--- src/rtl/gcm_stream_packer_if.sv ---
// Stream-side and core-side signal bundle for gcm_stream_packer.
// Word data and blocks are big-endian: bit 0 is the first bit on the wire.
interface gcm_stream_packer_if;
  logic         iStart;
  logic [0:31]  iData;
  logic         iData_valid;
  logic         iData_type;
  logic         iData_last;
  logic [2:0]   iData_nbytes;
  logic         oData_ready;
  logic         iCore_ready;
  logic [0:127] oAad;
  logic         oAad_valid;
  logic         oAad_last;
  logic [0:127] oBlock;
  logic         oBlock_valid;
  logic         oBlock_last;
  logic         oBusy;
  logic         oError;

  modport master (
    output iStart, iData, iData_valid, iData_type, iData_last, iData_nbytes, iCore_ready,
    input  oData_ready, oAad, oAad_valid, oAad_last, oBlock, oBlock_valid, oBlock_last,
    input  oBusy, oError
  );

  modport slave (
    input  iStart, iData, iData_valid, iData_type, iData_last, iData_nbytes, iCore_ready,
    output oData_ready, oAad, oAad_valid, oAad_last, oBlock, oBlock_valid, oBlock_last,
    output oBusy, oError
  );
endinterface

--- src/rtl/gcm_stream_packer.sv ---
// Packs 32-bit AAD/payload words into 128-bit GCM blocks and appends the
// len(A)||len(C) block once the payload ends.
module gcm_stream_packer (
  input logic                iClk,
  input logic                iRst,
  gcm_stream_packer_if.slave bus
);

  localparam logic [2:0] IDLE     = 3'd0;
  localparam logic [2:0] AAD_FILL = 3'd1;
  localparam logic [2:0] AAD_SEND = 3'd2;
  localparam logic [2:0] PT_FILL  = 3'd3;
  localparam logic [2:0] PT_SEND  = 3'd4;
  localparam logic [2:0] LEN_SEND = 3'd5;

  logic [2:0]   state;
  logic [0:127] data_buf;
  logic [1:0]   idx;
  logic [63:0]  len_a;
  logic [63:0]  len_c;
  logic         last_blk;
  logic         error;

  logic         accept;
  logic         nbytes_bad;
  logic         empty_aad;
  logic         take_aad;
  logic         take_pt;
  logic         proto_err;
  logic [0:31]  masked;
  logic [63:0]  bit_count;

  // NOTE: every always_comb output gets a default first so no path leaves it unassigned (no latch).
  always_comb begin
    accept     = bus.iData_valid && bus.oData_ready && !bus.iStart;
    nbytes_bad = bus.iData_last && (bus.iData_nbytes == 3'd0 || bus.iData_nbytes > 3'd4);
    empty_aad  = (state == AAD_FILL) && (idx == 2'd0) && (len_a == 64'd0);
    take_aad   = accept && !nbytes_bad && (state == AAD_FILL) && !bus.iData_type;
    // A payload word with nothing buffered and no AAD counted means the AAD was empty.
    take_pt    = accept && !nbytes_bad && bus.iData_type && ((state == PT_FILL) || empty_aad);
    proto_err  = accept && !take_aad && !take_pt;

    masked = bus.iData;
    if (bus.iData_last) begin
      for (int b = 0; b < 4; b++) begin
        if (b >= int'(bus.iData_nbytes)) masked[8*b +: 8] = 8'h00;
      end
    end
    bit_count = bus.iData_last ? {58'd0, bus.iData_nbytes, 3'd0} : 64'd32;
  end

  // NOTE: sequential state uses non-blocking assignments so every flop samples pre-edge values.
  // NOTE: data_buf is a flop array (not a RAM), so clearing it on reset/start is cheap and keeps padding zero.
  always_ff @(posedge iClk) begin
    if (iRst || bus.iStart) begin
      state    <= iRst ? IDLE : AAD_FILL;
      data_buf <= '0;
      idx      <= 2'd0;
      len_a    <= 64'd0;
      len_c    <= 64'd0;
      last_blk <= 1'b0;
      error    <= 1'b0;
    end else begin
      if (proto_err) error <= 1'b1;
      case (state)
        AAD_FILL, PT_FILL: begin
          if (take_aad || take_pt) begin
            data_buf[{idx, 5'd0} +: 32] <= masked;
            idx      <= idx + 2'd1;
            last_blk <= bus.iData_last;
            if (take_aad) len_a <= len_a + bit_count;
            else          len_c <= len_c + bit_count;
            if (idx == 2'd3 || bus.iData_last) state <= take_aad ? AAD_SEND : PT_SEND;
            else                               state <= take_aad ? AAD_FILL : PT_FILL;
          end
        end
        AAD_SEND: begin
          if (bus.iCore_ready) begin
            data_buf <= '0;
            idx      <= 2'd0;
            state    <= last_blk ? PT_FILL : AAD_FILL;
          end
        end
        PT_SEND: begin
          if (bus.iCore_ready) begin
            data_buf <= '0;
            idx      <= 2'd0;
            state    <= last_blk ? LEN_SEND : PT_FILL;
          end
        end
        LEN_SEND: begin
          if (bus.iCore_ready) state <= IDLE;
        end
        default: state <= IDLE;
      endcase
    end
  end

  assign bus.oData_ready  = (state == AAD_FILL) || (state == PT_FILL);
  assign bus.oAad         = (state == LEN_SEND) ? {len_a, len_c} : data_buf;
  assign bus.oAad_valid   = (state == AAD_SEND) || (state == LEN_SEND);
  assign bus.oAad_last    = (state == AAD_SEND) && last_blk;
  assign bus.oBlock       = data_buf;
  assign bus.oBlock_valid = (state == PT_SEND);
  assign bus.oBlock_last  = (state == PT_SEND) && last_blk;
  assign bus.oBusy        = (state != IDLE);
  assign bus.oError       = error;

endmodule

--- src/flat_wrapper.sv ---
// flat-port wrapper written by rule: the top's interface ports become plain ports
module gcm_stream_packer_flat 
  (iClk, iRst, bus_iStart, bus_iData, bus_iData_valid, bus_iData_type, bus_iData_last, bus_iData_nbytes, bus_iCore_ready, bus_oData_ready, bus_oAad, bus_oAad_valid, bus_oAad_last, bus_oBlock, bus_oBlock_valid, bus_oBlock_last, bus_oBusy, bus_oError);
  gcm_stream_packer_if bus_i ();
  input logic iClk;
  input logic iRst;
  input wire logic [$bits(bus_i.iStart)-1:0] bus_iStart;
  input wire logic [$bits(bus_i.iData)-1:0] bus_iData;
  input wire logic [$bits(bus_i.iData_valid)-1:0] bus_iData_valid;
  input wire logic [$bits(bus_i.iData_type)-1:0] bus_iData_type;
  input wire logic [$bits(bus_i.iData_last)-1:0] bus_iData_last;
  input wire logic [$bits(bus_i.iData_nbytes)-1:0] bus_iData_nbytes;
  input wire logic [$bits(bus_i.iCore_ready)-1:0] bus_iCore_ready;
  output wire logic [$bits(bus_i.oData_ready)-1:0] bus_oData_ready;
  output wire logic [$bits(bus_i.oAad)-1:0] bus_oAad;
  output wire logic [$bits(bus_i.oAad_valid)-1:0] bus_oAad_valid;
  output wire logic [$bits(bus_i.oAad_last)-1:0] bus_oAad_last;
  output wire logic [$bits(bus_i.oBlock)-1:0] bus_oBlock;
  output wire logic [$bits(bus_i.oBlock_valid)-1:0] bus_oBlock_valid;
  output wire logic [$bits(bus_i.oBlock_last)-1:0] bus_oBlock_last;
  output wire logic [$bits(bus_i.oBusy)-1:0] bus_oBusy;
  output wire logic [$bits(bus_i.oError)-1:0] bus_oError;
  assign bus_i.iStart = bus_iStart;
  assign bus_i.iData = bus_iData;
  assign bus_i.iData_valid = bus_iData_valid;
  assign bus_i.iData_type = bus_iData_type;
  assign bus_i.iData_last = bus_iData_last;
  assign bus_i.iData_nbytes = bus_iData_nbytes;
  assign bus_i.iCore_ready = bus_iCore_ready;
  assign bus_oData_ready = bus_i.oData_ready;
  assign bus_oAad = bus_i.oAad;
  assign bus_oAad_valid = bus_i.oAad_valid;
  assign bus_oAad_last = bus_i.oAad_last;
  assign bus_oBlock = bus_i.oBlock;
  assign bus_oBlock_valid = bus_i.oBlock_valid;
  assign bus_oBlock_last = bus_i.oBlock_last;
  assign bus_oBusy = bus_i.oBusy;
  assign bus_oError = bus_i.oError;
  gcm_stream_packer u_core (.iClk(iClk), .iRst(iRst), .bus(bus_i));
endmodule
--- config.mk ---
export PLATFORM = sky130hd
export DESIGN_NAME = gcm_stream_packer_flat
export DESIGN_NICKNAME = d
export VERILOG_FILES = /design/src/rtl/gcm_stream_packer_if.sv /design/src/rtl/gcm_stream_packer.sv /design/src/flat_wrapper.sv
export SDC_FILE = /design/constraint.sdc
export NUM_CORES = 1
export LEC_CHECK = 0
export ABC_AREA = 1
export CAP_MARGIN = 20
export CELL_PAD_IN_SITES_DETAIL_PLACEMENT = 0
export CELL_PAD_IN_SITES_GLOBAL_PLACEMENT = 1
export CORE_MARGIN = 2
export CORE_UTILIZATION = 37
export DETAILED_ROUTE_END_ITERATION = 10
export PLACE_DENSITY = 0.91
export SETUP_SLACK_MARGIN = 0.5
export SLEW_MARGIN = 20
export SYNTH_ARGS = -nofsm -noshare
export SYNTH_HDL_FRONTEND = slang
export SYNTH_SLANG_ARGS = --single-unit
export TNS_END_PERCENT = 100
--- constraint.sdc ---
create_clock -name iClk -period 3.2 [get_ports iClk]
set_clock_uncertainty 0.15 [all_clocks]
set_input_delay 0.8 -clock iClk [delete_from_list [all_inputs] [get_ports iClk]]
set_output_delay 0.8 -clock iClk [all_outputs]
set_load 0.02 [all_outputs]
==> summary.txt <==
Floorplan
  – Die Width: 219 um
  – Die ar.: 0.0481 mm^2
  – Die Y: 219 um
  – Initial Util: 37.6%
  – Core Region: 0.0456 mm^2
  – I/O pin total: 305
  – Standard-cell rows: 78

Global route
  – Total grt overflow: 0
  – GRT Util Overall: 34.3%
  – Largest net degree at the start of global routing: 99
  – Vias in the first global route: about 19000
  – First-pass GRT wire length: 122000 um
  – Initial antenna violation count: 2

Cells and area
  – Synth-to-Final Area Change: 43.7%
  – Fin nets: 3423
  – Finished layout cell area: 0.0246 mm^2
  – Share of layout cells above drive strength 1: a little under a fifth
  – Filler cell count: 4603
  – Cell Count, Final, Fillers Out: 3992
  – Finished Core Util: 54.1%
  – N_diodes: 0

Power
  – P per Cell Area: 448 mW/mm^2
  – P_leak: 10.5 nW
  – PnR Total Power: 11.1 mW
  – Max VDD drop: 0.326 mV

Setup path
  – Critical path peak fanout: 13
  – Worst setup EP type: primary output
  – Setup crit start kind: flip-flop
  – Crit path DAT: 2.22 ns
  – Critical path class: flip-flop to primary output
  – Required time of the critical path: 2.25 ns

Route
  – Routed vias: between 20000 and 25000
  – Met2 WL: approximately 37000 um
  – Top sig layer: met5
  – Met1 wire length: 38500 um
  – DRC errors left: 0
  – Total wire length: 87800 um
  – Post-DR vias/cell: 5.35
  – First-pass iteration count of the detailed router: 6
  – Antenna-violating nets left: 0
  – DR iter-0 viols: 2450
  – Per-cell routed wire length: approximately 22 um
  – Routed wl met3: 8610 um

Placed design
  – Post-DP HPWL: 66400 um
  – Place WS: -0.356 ns
  – GPL Wtd Cong: 0.983
  – Port bufs: 304
  – Post-DP Area: roughly 0.022 mm^2
  – Placed insts: 3886

Logic synthesis
  – Number of synthesized register bits: 257
  – Post-synth EDFFs: 3
  – Most frequent cell after synthesis: nand2_1
  – Syn Std Cell Area: 0.0172 mm^2
  – Post-Syn Nets: roughly 3000
  – Syn Area/Cell: 5.79 um^2
  – Synth area leaders: dfxtp_1 30%, nand2_1 20%, inv_1 9.0%
  – Async SR Flop Fraction: 0%
  – Seq/Total Area, Yosys: between 30 and 40%
  – Synth top area share: 29.6%
  – Ys flop type: dfxtp_1
  – Synthesis Warnings: 0
  – Commonest cells post-synth: 914 x nand2_1, 413 x inv_1, 366 x nor2_1
  – Post-synth top area cell: dfxtp_1
  – Distinct cells, synth: slightly above 40
  – Mapped Cells: 2960

STA
  – Setup TNS: 0 ns
  – Measured slew at the worst slew-check pin: a little over 0.7 ns
  – Pins Over Slew Limit: 0
  – Final Setup Violations: 0
  – Setup ws final: between 0.03 and 0.04 ns
  – Fin crit share: 99.0%
  – Fin crit period: 3.17 ns
  – RSZ-0062 raised after global routing: yes
  – Max Clock Freq: 0.316 GHz
  – Worst slew margin: 52.6%
  – WHS: between 0.3 and 0.4 ns
  – Final Hold Fails: 0

Clock tree
  – Clock Tree Buf Depth: 3
  – CTS clk-pin slew, worst paths: 0.06 ns
  – # hold bufs at CTS: 0
  – Num CTS Buffers: 34
  – CTS sink cnt: 257
  – Clk_lat worst skew: 0.57 ns
  – Clock Tree Root: clkbuf_16
  – CTS tree: built
  – H-tree depth: 2

Job
  – Max-Cap Viols: 0

Outcome
  – Status: completed

Hold path
  – HP Class: flip-flop to flip-flop
-- cells by family after synthesis --
family | count (synthesis) | synth area share [%]
AO/OA/AOI/OAI | 300 | 9.10
adder cells (fa/ha/maj) | 13 | 1.04
flip-flops | 257 | 30.2
XOR/XNOR | 60 | 3.06
buffers and inverters | 626 | 14.2
AND/OR/NAND/NOR | 1704 | 42.4
-- routing by layer --
| metal | up-vias | track usage (%) |
|---|---|---|
| met5 | - | 0 |
| met4 | 2 | 11.7 |
| met3 | 133 | 6.06 |
| met2 | 1098 | 52.1 |
| met1 | 10000 | 48.5 |
| li1 | 10100 | - |
-- final cells by class --
| type | instances | area [um^2] | share of cell area, % |
|---|---|---|---|
| Inverter | 465 | 1750 | 7.12 |
| Sequential cell | 257 | 5170 | 21.0 |
| Multi-Input combinational cell | 2077 | 10300 | 41.8 |
| Clock buffer | 46 | 987 | 4.01 |
| Tap cell | 600 | 751 | 3.05 |
| Timing Repair Buffer | 533 | 5440 | 22.1 |
| Clock inverter | 14 | 233 | 0.944 |
-- flip-flops by register name, indices dropped and copies added (netlist names) --
signal	count
u_core.idx	2
u_core.len_c	61
u_core.last_blk	1
u_core.len_a	61
u_core.state	3
u_core.bus.oBlock	128
u_core.bus.oError	1
-- power breakdown --
group	internal, mW	total [mW]	switching (mW)	leakage, nW
combinational	1.21	3.37	2.16	7.81
clock	2.65	4.29	1.64	0.596
sequential	3.32	3.40	0.0754	2.08
total	7.18	11.1	3.87	10.5
-- worst paths after layout --
kind / startpoint / end / slack (ns) / depth (start not counted)
max: u_core.state[2]$_SDFFCE_PP0P_ / bus_oAad[56] / 0.03 / 8
min: u_core.bus.oError$_SDFFE_PN0P_ / u_core.bus.oError$_SDFFE_PN0P_ / 0.33 / 2
max reg2reg: u_core.state[1]$_SDFFCE_PP0P_ / u_core.bus.oBlock[25]$_SDFFE_PN0P_ / 0.37 / 16
min reg2reg: u_core.bus.oError$_SDFFE_PN0P_ / u_core.bus.oError$_SDFFE_PN0P_ / 0.33 / 2
-- worst max-delay path: stages, from the launching register on --
cell	delay [ns]
edfxtp_1	0.40
inv_2	0.07
nor3_4	0.25
buf_4	0.17
buf_6	0.14
buf_16	0.16
nand2_1	0.08
o21ai_0	0.15
buf_4	0.22
-- repair_timing --
action / CTS / global route
endpoints found under the setup margin: 337 / 384
cloned: 2 / 22
pin swaps: 1 / 9
setup buffers: 3 / 19
gates resized for setup: 518 / 591
-- placed cells by master (no fill, tap or decap), types with 5 or more instances in the layout --
cell type | netlist | final
a21oi_1 | 107 | 106
a31oi_1 | 5 | 5
buf_12 | 0 | 24
buf_2 | 38 | 21
buf_4 | 11 | 202
buf_6 | 0 | 81
bufinv_16 | 0 | 6
clkbuf_16 | 0 | 55
clkbuf_8 | 0 | 7
clkdlybuf4s50_1 | 0 | 168
dfxtp_1 | 254 | 254
ha_1 | 11 | 8
inv_1 | 413 | 409
inv_2 | 52 | 53
nand2_1 | 914 | 858
nand2_2 | 1 | 25
nand2_4 | 0 | 32
nand3_1 | 80 | 77
nand3_2 | 5 | 6
nand4_1 | 169 | 169
nor2_1 | 366 | 358
nor2_2 | 2 | 5
nor2_4 | 1 | 6
nor3_1 | 134 | 131
nor3_2 | 7 | 8
nor4_1 | 6 | 6
o21a_1 | 5 | 5
o21ai_0 | 164 | 73
o21ai_1 | 10 | 32
o21ai_2 | 0 | 60
o21ai_4 | 0 | 9
xnor2_1 | 24 | 24
xor2_1 | 36 | 36
Note: power is estimated with default switching activity, not from simulation.
